$ cat src/rtl/tlk2711_axil_reg_bridge.sv
// AXI4-Lite slave to tlk2711_top strobe registers: write strobe 2 cycles after the later AW/W beat, read data 2+RD_LATENCY cycles after AR.
// Back-pressure: one-entry AW/W holders; one transaction outstanding, B/R responses held until accepted.
module tlk2711_axil_reg_bridge #(
   parameter int REG_ADDR_WIDTH = 16,
   parameter int DATA_WIDTH     = 64,
   parameter int RD_LATENCY     = 1
) (
   input  logic                      clk,
   input  logic                      arst_n,
   input  logic [31:0]               s_axil_awaddr,
   input  logic                      s_axil_awvalid,
   output logic                      s_axil_awready,
   input  logic [DATA_WIDTH-1:0]     s_axil_wdata,
   input  logic [DATA_WIDTH/8-1:0]   s_axil_wstrb,
   input  logic                      s_axil_wvalid,
   output logic                      s_axil_wready,
   output logic [1:0]                s_axil_bresp,
   output logic                      s_axil_bvalid,
   input  logic                      s_axil_bready,
   input  logic [31:0]               s_axil_araddr,
   input  logic                      s_axil_arvalid,
   output logic                      s_axil_arready,
   output logic [DATA_WIDTH-1:0]     s_axil_rdata,
   output logic [1:0]                s_axil_rresp,
   output logic                      s_axil_rvalid,
   input  logic                      s_axil_rready,
   output logic                      o_reg_wen,
   output logic [REG_ADDR_WIDTH-1:0] o_reg_waddr,
   output logic [DATA_WIDTH-1:0]     o_reg_wdata,
   output logic                      o_reg_ren,
   output logic [REG_ADDR_WIDTH-1:0] o_reg_raddr,
   input  logic [DATA_WIDTH-1:0]     i_reg_rdata
);

   localparam logic [2:0] IDLE    = 3'd0;
   localparam logic [2:0] WR_EXEC = 3'd1;
   localparam logic [2:0] WR_RESP = 3'd2;
   localparam logic [2:0] RD_EXEC = 3'd3;
   localparam logic [2:0] RD_WAIT = 3'd4;
   localparam logic [2:0] RD_RESP = 3'd5;

   localparam logic [1:0] RESP_OKAY   = 2'b00;
   localparam logic [1:0] RESP_SLVERR = 2'b10;
   localparam logic [1:0] LAT_LAST    = 2'(RD_LATENCY - 1);

   logic [2:0]              state;
   logic                    live;
   logic                    aw_full;
   logic                    w_full;
   logic [31:0]             aw_addr;
   logic [DATA_WIDTH-1:0]   w_data;
   logic [DATA_WIDTH/8-1:0] w_strb;
   logic                    rd_prio;
   logic                    rd_ok;
   logic [1:0]              lat_cnt;
   logic                    wr_pend;
   logic                    rd_pend;
   logic                    grant_wr;
   logic                    grant_rd;
   logic                    wr_legal;
   logic                    rd_legal;

   assign s_axil_awready = live & ~aw_full;
   assign s_axil_wready  = live & ~w_full;
   assign s_axil_bvalid  = (state == WR_RESP);
   assign s_axil_rvalid  = (state == RD_RESP);
   assign s_axil_arready = grant_rd;

   assign wr_pend  = aw_full & w_full;
   assign rd_pend  = s_axil_arvalid;
   assign wr_legal = (aw_addr[2:0] == 3'd0) && (&w_strb) && (aw_addr[31:REG_ADDR_WIDTH] == '0);
   assign rd_legal = (s_axil_araddr[2:0] == 3'd0) && (s_axil_araddr[31:REG_ADDR_WIDTH] == '0);

   always_comb begin
      grant_wr = 1'b0;
      grant_rd = 1'b0;
      if (state == IDLE && live) begin
         if (wr_pend && rd_pend) begin
            grant_rd = rd_prio;
            grant_wr = ~rd_prio;
         end else begin
            grant_wr = wr_pend;
            grant_rd = rd_pend;
         end
      end
   end

   always_ff @(posedge clk or negedge arst_n) begin
      if (!arst_n) begin
         live    <= 1'b0;
         aw_full <= 1'b0;
         w_full  <= 1'b0;
         aw_addr <= '0;
         w_data  <= '0;
         w_strb  <= '0;
      end else begin
         live <= 1'b1;
         if (state == WR_EXEC) begin
            aw_full <= 1'b0;
            w_full  <= 1'b0;
         end else begin
            if (s_axil_awvalid && s_axil_awready) begin
               aw_full <= 1'b1;
               aw_addr <= s_axil_awaddr;
            end
            if (s_axil_wvalid && s_axil_wready) begin
               w_full <= 1'b1;
               w_data <= s_axil_wdata;
               w_strb <= s_axil_wstrb;
            end
         end
      end
   end

   // Priority flips only on contested grants, so single-sided traffic does not disturb alternation.
   always_ff @(posedge clk or negedge arst_n) begin
      if (!arst_n) begin
         state        <= IDLE;
         rd_prio      <= 1'b0;
         rd_ok        <= 1'b0;
         lat_cnt      <= '0;
         o_reg_wen    <= 1'b0;
         o_reg_ren    <= 1'b0;
         o_reg_waddr  <= '0;
         o_reg_wdata  <= '0;
         o_reg_raddr  <= '0;
         s_axil_bresp <= RESP_OKAY;
         s_axil_rresp <= RESP_OKAY;
         s_axil_rdata <= '0;
      end else begin
         o_reg_wen <= 1'b0;
         o_reg_ren <= 1'b0;
         case (state)
            IDLE: begin
               if (grant_wr) begin
                  state        <= WR_EXEC;
                  o_reg_wen    <= wr_legal;
                  s_axil_bresp <= wr_legal ? RESP_OKAY : RESP_SLVERR;
                  if (wr_legal) begin
                     o_reg_waddr <= aw_addr[REG_ADDR_WIDTH-1:0];
                     o_reg_wdata <= w_data;
                  end
                  if (rd_pend) rd_prio <= 1'b1;
               end else if (grant_rd) begin
                  state        <= RD_EXEC;
                  o_reg_ren    <= rd_legal;
                  rd_ok        <= rd_legal;
                  s_axil_rresp <= rd_legal ? RESP_OKAY : RESP_SLVERR;
                  s_axil_rdata <= '0;
                  if (rd_legal) o_reg_raddr <= s_axil_araddr[REG_ADDR_WIDTH-1:0];
                  if (wr_pend) rd_prio <= 1'b0;
               end
            end
            WR_EXEC: state <= WR_RESP;
            WR_RESP: if (s_axil_bready) state <= IDLE;
            RD_EXEC: begin
               state   <= RD_WAIT;
               lat_cnt <= '0;
            end
            RD_WAIT: begin
               if (lat_cnt == LAT_LAST) begin
                  if (rd_ok) s_axil_rdata <= i_reg_rdata;
                  state <= RD_RESP;
               end else begin
                  lat_cnt <= lat_cnt + 2'd1;
               end
            end
            RD_RESP: if (s_axil_rready) state <= IDLE;
            default: state <= IDLE;
         endcase
      end
   end

endmodule

$ cat config.mk
export PLATFORM = sky130hd
export DESIGN_NAME = tlk2711_axil_reg_bridge
export DESIGN_NICKNAME = d
export VERILOG_FILES = /design/src/rtl/tlk2711_axil_reg_bridge.sv
export SDC_FILE = /design/constraint.sdc
export NUM_CORES = 1
export LEC_CHECK = 0
export CORE_ASPECT_RATIO = 1.4
export CORE_MARGIN = 10
export CORE_UTILIZATION = 49
export DETAILED_ROUTE_END_ITERATION = 10
export GPL_TIMING_DRIVEN = 0
export PLACE_DENSITY = 0.92
export SLEW_MARGIN = 10
export SYNTH_ARGS = -nofsm -noshare
export SYNTH_HDL_FRONTEND = slang
export SYNTH_SLANG_ARGS = --single-unit
$ cat constraint.sdc
create_clock -name clk -period 4.95 [get_ports clk]
set_clock_uncertainty 0.2 [all_clocks]
set_input_delay 0.495 -clock clk [delete_from_list [all_inputs] [get_ports clk]]
set_output_delay 0.495 -clock clk [all_outputs]
set_load 0.05 [all_outputs]
==> results.yml, run 1 <==
die:
  fp-row-count: 64
  ioPinCount: 378
  die_w_microns: 147
  die_y_microns: 197
  placeableCoreArea_sq_um: 22000
  start_util_pct: 50.1
  dieArea_sq_um: 29000
synth:
  synth_flop_cell: "dfrtp_1"
  synth_cell_types: 36
  synth.top_cell.area_share_pct: 63.1
  netlist_area_sq_um: 11000
  postSynthAreaPerCell_sq_um: 13.9
  synth_common_cells: "dfrtp_1 (278), mux2_2 (189), nand2_1 (76)"
  yosysMostFrequentCell: "dfrtp_1"
  synth_enable_flop_cells: 0
  async_flop_share_pct: 100
  yosysWarnings: 0
  netlist_instances: 795
  synth_seq_cells: 278
  ys_seq_area_share_pct: 63.1
  yosys.area.top_type: "dfrtp_1"
  synthTopCellsByArea: "dfrtp_1 (63%), mux2_2 (19%), mux2i_1 (5.9%), nand2_1 (2.6%), inv_1 (2.3%)"
critical_path:
  critPathMaxStageDelay_ns: 0.85
  path_cells: "clkdlybuf4s50_1 -> o211ai_1 -> or4_4 -> inv_1 -> clkdlybuf4s50_1"
  cp-start-kind: "input pin"
  critPathSlowestCell: "clkdlybuf4s50_1"
  worstPathRequired_ns: 4.26
  ff2ff_path_depth: 5
  cp.arrival_ns: 2.59
  path_class: "input pin to output port"
  worst-r2r-setup-slack_ns: 1.97
  timing.rr.start: "aw_addr[16]$_DFFE_PN0P_"
  worstPathMaxFanout: 4
  rr_endpoint: "o_reg_wdata[8]$_DFFE_PN0P_"
  critPathMostFrequentCell: "clkdlybuf4s50_1"
  crit_path_end_kind: "output port"
clock_network:
  cts.path.max_buffers: 3
  holdBufCountCts: 1
  post_cts_buffers: 0
  htreeDepth: 1
  cts-root-buf: "clkbuf_16"
  cts_made_buffers: 27
  worstSkewPairLatency_ns: 0.53
  cts_tree: "built"
  cts_resized: 0
  clk_pin_slew_worst_paths_ns: 0.06
  cts.sinks: 278
global_routing:
  antenna_found_initial: 5
  first_global_vias: 8580
  track_usage_pct: 21.7
  grt_overflow_total: 0
  grt_start_max_net_pins: 115
  grt_pass1_wl_microns: 49800
drt:
  wl_per_cell_microns: 21.3
  viasPerCell: 5.07
  routed_wl_microns: 32500
  first_iter_violations: 248
  via_count: 7716
  drt_pass1_iterations: 4
  postRouteAntennaNets: 0
  drcViolationCount: 0
timing:
  rsz0062_at_grt: "false"
  final-hold-violation-count: 0
  min_period_over_period_pct: 66.4
  setup-violations-final: 0
  drv_slew: 0
  fmax_ghz: 0.304
  worst_pin_slew_ns: 0.777
  tns_ns: 0
  slew_headroom_pct: 47.8
  fin_crit_ns: 3.28
power_and_ir_drop:
  power_density_nw_per_um2: 523
  power.total_w: 0.00843
  power_leakage_nw: 7.41
  peakVddDrop_uv: 348
status:
  status: "finished clean"
place:
  port_buffers: 375
  dpl_cell_area_sq_um: 15200
  hpwl_microns: 24700
  gp_congestion: 0.819
  dp.cells: 1471
layout:
  drive_above_1_share_pct: 21.6
  finalNonFillerCells: 1521
  syn2layout_area_growth_pct: 46.1
  final_cell_area_sq_um: 16100
  fin_nets: 1412
worst_hold_path:
  hold_path.class: "input pin to async pin"
run:
  drv_cap: 0
## final cells by class
class	count	area [sq um]
clock inverter	4	70.1
fill	1411	5910
clock buffer	41	788
timing repair buffer	379	3830
inverter	67	251
multi-input combinational	413	3640
sequential	278	6960
buffer	38	184
tap	297	372
antenna	4	10.0
## logic make-up after synthesis
family	after synthesis	synth area share [%]
buffers and inverters	105	3.95
other	2	0.0681
and+or+nand+nor	134	5.97
adders and majority gates	1	0.113
AOI/OAI and AO/OA	15	0.829
DFF	278	63.1
muxes	259	25.9
xor gates and xnor gates	1	0.0795
## registers in the layout, summed over array words and instances (netlist names)
name	flops
rd_ok	1
o_reg_raddr	16
live	1
aw_addr	32
w_strb	8
rd_prio	1
state	3
lat_cnt	2
o_reg_ren	1
s_axil_bresp	1
w_full	1
w_data	64
o_reg_waddr	16
o_reg_wen	1
o_reg_wdata	64
s_axil_rresp	1
s_axil_rdata	64
aw_full	1
## report_power, final
part / switching, W / leakage [nW] / internal (W) / total, W
registers: 0.000394 / 3.62 / 0.00300 / 0.00339
clock network: 0.000821 / 0.421 / 0.00119 / 0.00201
logic: 0.00179 / 3.37 / 0.00124 / 0.00303
total: 0.00300 / 7.41 / 0.00543 / 0.00843
## how the worst max path moves through the flow
| stage | from | slack (ns) | end | depth (start not counted) |
|---|---|---|---|---|
| final | s_axil_arvalid | 1.67 | s_axil_arready | 5 |
| after global routing | s_axil_arvalid | 1.63 | s_axil_arready | 5 |
| after CTS | w_full$_DFFE_PN0P_ | 1.68 | s_axil_arready | 5 |
| after detailed placement | s_axil_arvalid | 1.68 | s_axil_arready | 5 |
| after global placement | arst_n | -8.33 | w_data[34]$_DFFE_PN0P_ | 1 |
| after floorplan | state[1]$_DFFE_PN0P_ | 2.45 | s_axil_bvalid | 2 |
## critical path: cells and delay by family
kind / cells / cell delay (ns)
buf+inv: 3 / 1.49
simple gates: 1 / 0.48
compound gates: 1 / 0.13
## cells in the final DEF (no fill, tap or decap), drive strengths merged, types with 2 or more instances in the layout
cell type and count:
nor3b 2, nor2b 11, inv 67, nor4 11
buf 30, nor4b 2, or3 3, clkbuf 53
nand2 76, nand4 3, nand3 3, dfrtp 278
o21ai 4, conb 3, mux2 194, mux2i 65
nor3 4, diode 4, clkinv 2, bufinv 2
nor2 12, clkdlybuf4s50 374, a21oi 6, and2 3
## metrics by stage
| stage | setup WS [ns] | utilization [%] | hold WS (ns) |
|---|---|---|---|
| floorplan | 2.45 | - | -0.000591 |
| finish | 1.67 | 73.1 | 0.298 |
| CTS | 1.68 | 73.1 | 0.287 |
| global route | 1.63 | 73.1 | 0.298 |
| detailed placement | 1.68 | 69.2 | 0.254 |
| global placement | -8.33 | 68.8 | 0.281 |
## routing by layer
metal	share of wire, %	vias to the layer above	track usage (%)
li1	-	3492	-
met1	34	3839	22.2
met2	52	318	39.4
met3	9.6	65	8.14
met4	3.5	2	7.73
met5	0.055	-	0
No activity file was read; power rests on OpenSTA's default activity.
==> run 2: changes to the inputs <==
--- a/config.mk
+++ b/config.mk
@@ -7,10 +7,10 @@
 export LEC_CHECK = 0
 export CORE_ASPECT_RATIO = 1.4
 export CORE_MARGIN = 10
-export CORE_UTILIZATION = 49
+export CORE_UTILIZATION = 46
 export DETAILED_ROUTE_END_ITERATION = 10
 export GPL_TIMING_DRIVEN = 0
-export PLACE_DENSITY = 0.92
+export PLACE_DENSITY = 0.87
 export SLEW_MARGIN = 10
 export SYNTH_ARGS = -nofsm -noshare
 export SYNTH_HDL_FRONTEND = slang
==> constraint.sdc (replaced) <==
create_clock -name clk -period 3.3 [get_ports clk]
set_clock_uncertainty 0.2 [all_clocks]
set_input_delay 0.33 -clock clk [delete_from_list [all_inputs] [get_ports clk]]
set_output_delay 0.33 -clock clk [all_outputs]
set_load 0.05 [all_outputs]
==> results.yml, run 2 (same netlist as run 1, synthesis figures left out) <==
drt:
  routed_wl_microns: 31300
  postRouteAntennaNets: 0
  wl_per_cell_microns: 20.4
  via_count: 7708
  drt_pass1_iterations: 4
  viasPerCell: 5.02
  drcViolationCount: 0
  first_iter_violations: 242
critical_path:
  cp-start-kind: "flip-flop"
  crit_buf_inv: 2
  path_cells: "nand2_1 -> o211ai_1 -> or4_4 -> inv_1 -> clkdlybuf4s50_1"
  path_class: "flip-flop to output port"
  rr_endpoint: "o_reg_wdata[6]$_DFFE_PN0P_"
  critPathMaxStageDelay_ns: 0.83
  crit_path_end_kind: "output port"
  ff2ff_path_depth: 5
  worst-r2r-setup-slack_ns: 0.50
  critPathSlowestCell: "clkdlybuf4s50_1"
  cp.arrival_ns: 2.55
  worstPathMaxFanout: 5
  timing.rr.start: "aw_addr[17]$_DFFE_PN0P_"
  worstPathRequired_ns: 2.77
  path_delay_family: "buffers and inverters"
run:
  drv_cap: 0
place:
  dpl_cell_area_sq_um: 15200
  dp.cells: 1484
  port_buffers: 375
  hpwl_microns: 23800
  gp_congestion: 0.882
timing:
  min_period_over_period_pct: 93.3
  drv_slew: 0
  rsz0062_at_grt: "false"
  worst_pin_slew_ns: 0.707
  setup-violations-final: 0
  slew_headroom_pct: 52.5
  final-hold-violation-count: 0
  fmax_ghz: 0.325
  fin_crit_ns: 3.08
global_routing:
  track_usage_pct: 19.8
  grt_pass1_wl_microns: 48000
  met1_usage_pct: 20.9
  grt_busiest_layer: "met2"
  grtUsageMet2_pct: 35.5
  grt_start_max_net_pins: 114
  grt_use_met3_pct: 6.70
  antenna_found_initial: 2
  first_global_vias: 8614
  grt_overflow_total: 0
worst_hold_path:
  hold_path.class: "input pin to async pin"
layout:
  final_cell_mix: "clkdlybuf4s50_1 (374), dfrtp_1 (278), mux2_2 (189), nand2_1 (76), inv_1 (67)"
  final_common_cell: "clkdlybuf4s50_1"
  finalNonFillerCells: 1534
  fin_nets: 1412
  drive_above_1_share_pct: 21.7
  reg_top3: "o_reg_wdata: 64 flops, s_axil_rdata: 64 flops, w_data: 64 flops"
  final_core_util_pct: 67.7
  final_cell_area_sq_um: 16100
  syn2layout_area_growth_pct: 46.2
status:
  status: "finished clean"
clock_network:
  cts.path.max_buffers: 3
  cts-root-buf: "clkbuf_16"
  cts_made_buffers: 27
  worstSkewPairLatency_ns: 0.53
  post_cts_buffers: 0
  htreeDepth: 1
  cts_tree: "built"
  clk_pin_slew_worst_paths_ns: 0.07
  cts.sinks: 278
power_and_ir_drop:
  power_density_nw_per_um2: 784
  power_leakage_nw: 7.41
  peakVddDrop_uv: 630
die:
  fp-row-count: 67
  start_util_pct: 46.3
  die_y_microns: 203
  dieArea_sq_um: 30600
  placeableCoreArea_sq_um: 23800
  ioPinCount: 378
  die_w_microns: 151
==> run 2: changes by cell type in the layout (fill, tap and decap cells not counted) <==
| cell | previous run | this run |
|---|---|---|
| buf_4 | 2 | 3 |
| diode_2 | 4 | 1 |
| clkbuf_8 | 6 | 5 |
| clkinvlp_4 | 0 | 1 |
| clkinv_2 | 2 | 5 |
| buf_6 | 2 | 1 |
==> run 2: report_power, final <==
group | switching, W | total (W) | leakage (nW) | internal [W]
sequential | 0.000601 | 0.00510 | 3.62 | 0.00449
clock | 0.00126 | 0.00303 | 0.426 | 0.00177
combinational | 0.00265 | 0.00451 | 3.37 | 0.00186
==> run 2: area by class of cell <==
class | instances | area, sq um
fill | 1694 | 7690
clock buffer | 40 | 774
sequential | 278 | 6960
multi-input combinational | 413 | 3640
inverter | 67 | 251
antenna | 1 | 2.50
clock inverter | 8 | 92.6
tap | 310 | 388
buffer | 38 | 184
timing repair buffer | 379 | 3830
==> run 2: worst max path at each step <==
stage                   startpoint                           to  slack [ns]  depth (start not counted)
5_1_grt        aw_full$_DFFE_PN0P_               s_axil_arready        0.12                          5
3_3_place_gp                arst_n  o_reg_wdata[37]$_DFFE_PN0P_       -9.84                          1
4_1_cts        aw_full$_DFFE_PN0P_               s_axil_arready        0.19                          5
6_report       aw_full$_DFFE_PN0P_               s_axil_arready        0.22                          5
2_1_floorplan  aw_full$_DFFE_PN0P_  o_reg_raddr[10]$_DFFE_PN0P_        0.95                          6
3_5_place_dp        s_axil_arvalid  o_reg_raddr[14]$_DFFE_PN0P_        0.26                          6
==> run 2: what timing repair did <==
action / 4_1_cts / 5_1_grt
hold buffers: 1 / 0
gates resized for setup: 0 / 0
setup endpoints to repair: 0 / 0
endpoints found under the hold margin: 54 / 0
==> run 2: metrics by stage <==
| step | hold slack [ns] | total power [W] | worst slack [ns] | setup TNS (ns) |
|---|---|---|---|---|
| finish | 0.126 | 0.0126 | 0.220 | 0 |
| global route | 0.148 | 0.0133 | 0.119 | 0 |
| CTS | 0.113 | 0.0128 | 0.191 | 0 |
| detailed placement | 0.0837 | 0.00968 | 0.260 | 0 |
| global placement | 0.262 | 0.00947 | -9.84 | -2729.06 |
| floorplan | -0.166 | 0.00793 | 0.946 | 0 |
==> run 2: layer usage <==
metal / share of wire, % / wire, microns
met1: 35 / 10900
met2: 51 / 16100
met3: 9.8 / 3070
met4: 3.6 / 1140
met5: 0.086 / 27
==> run 2: worst reg2reg max path, stage by stage (launching register included) <==
cell	delay, ns
dfrtp_1	0.38
nor4_1	0.32
nand4_1	0.25
nor4_4	0.71
buf_2	0.43
mux2_2	0.38
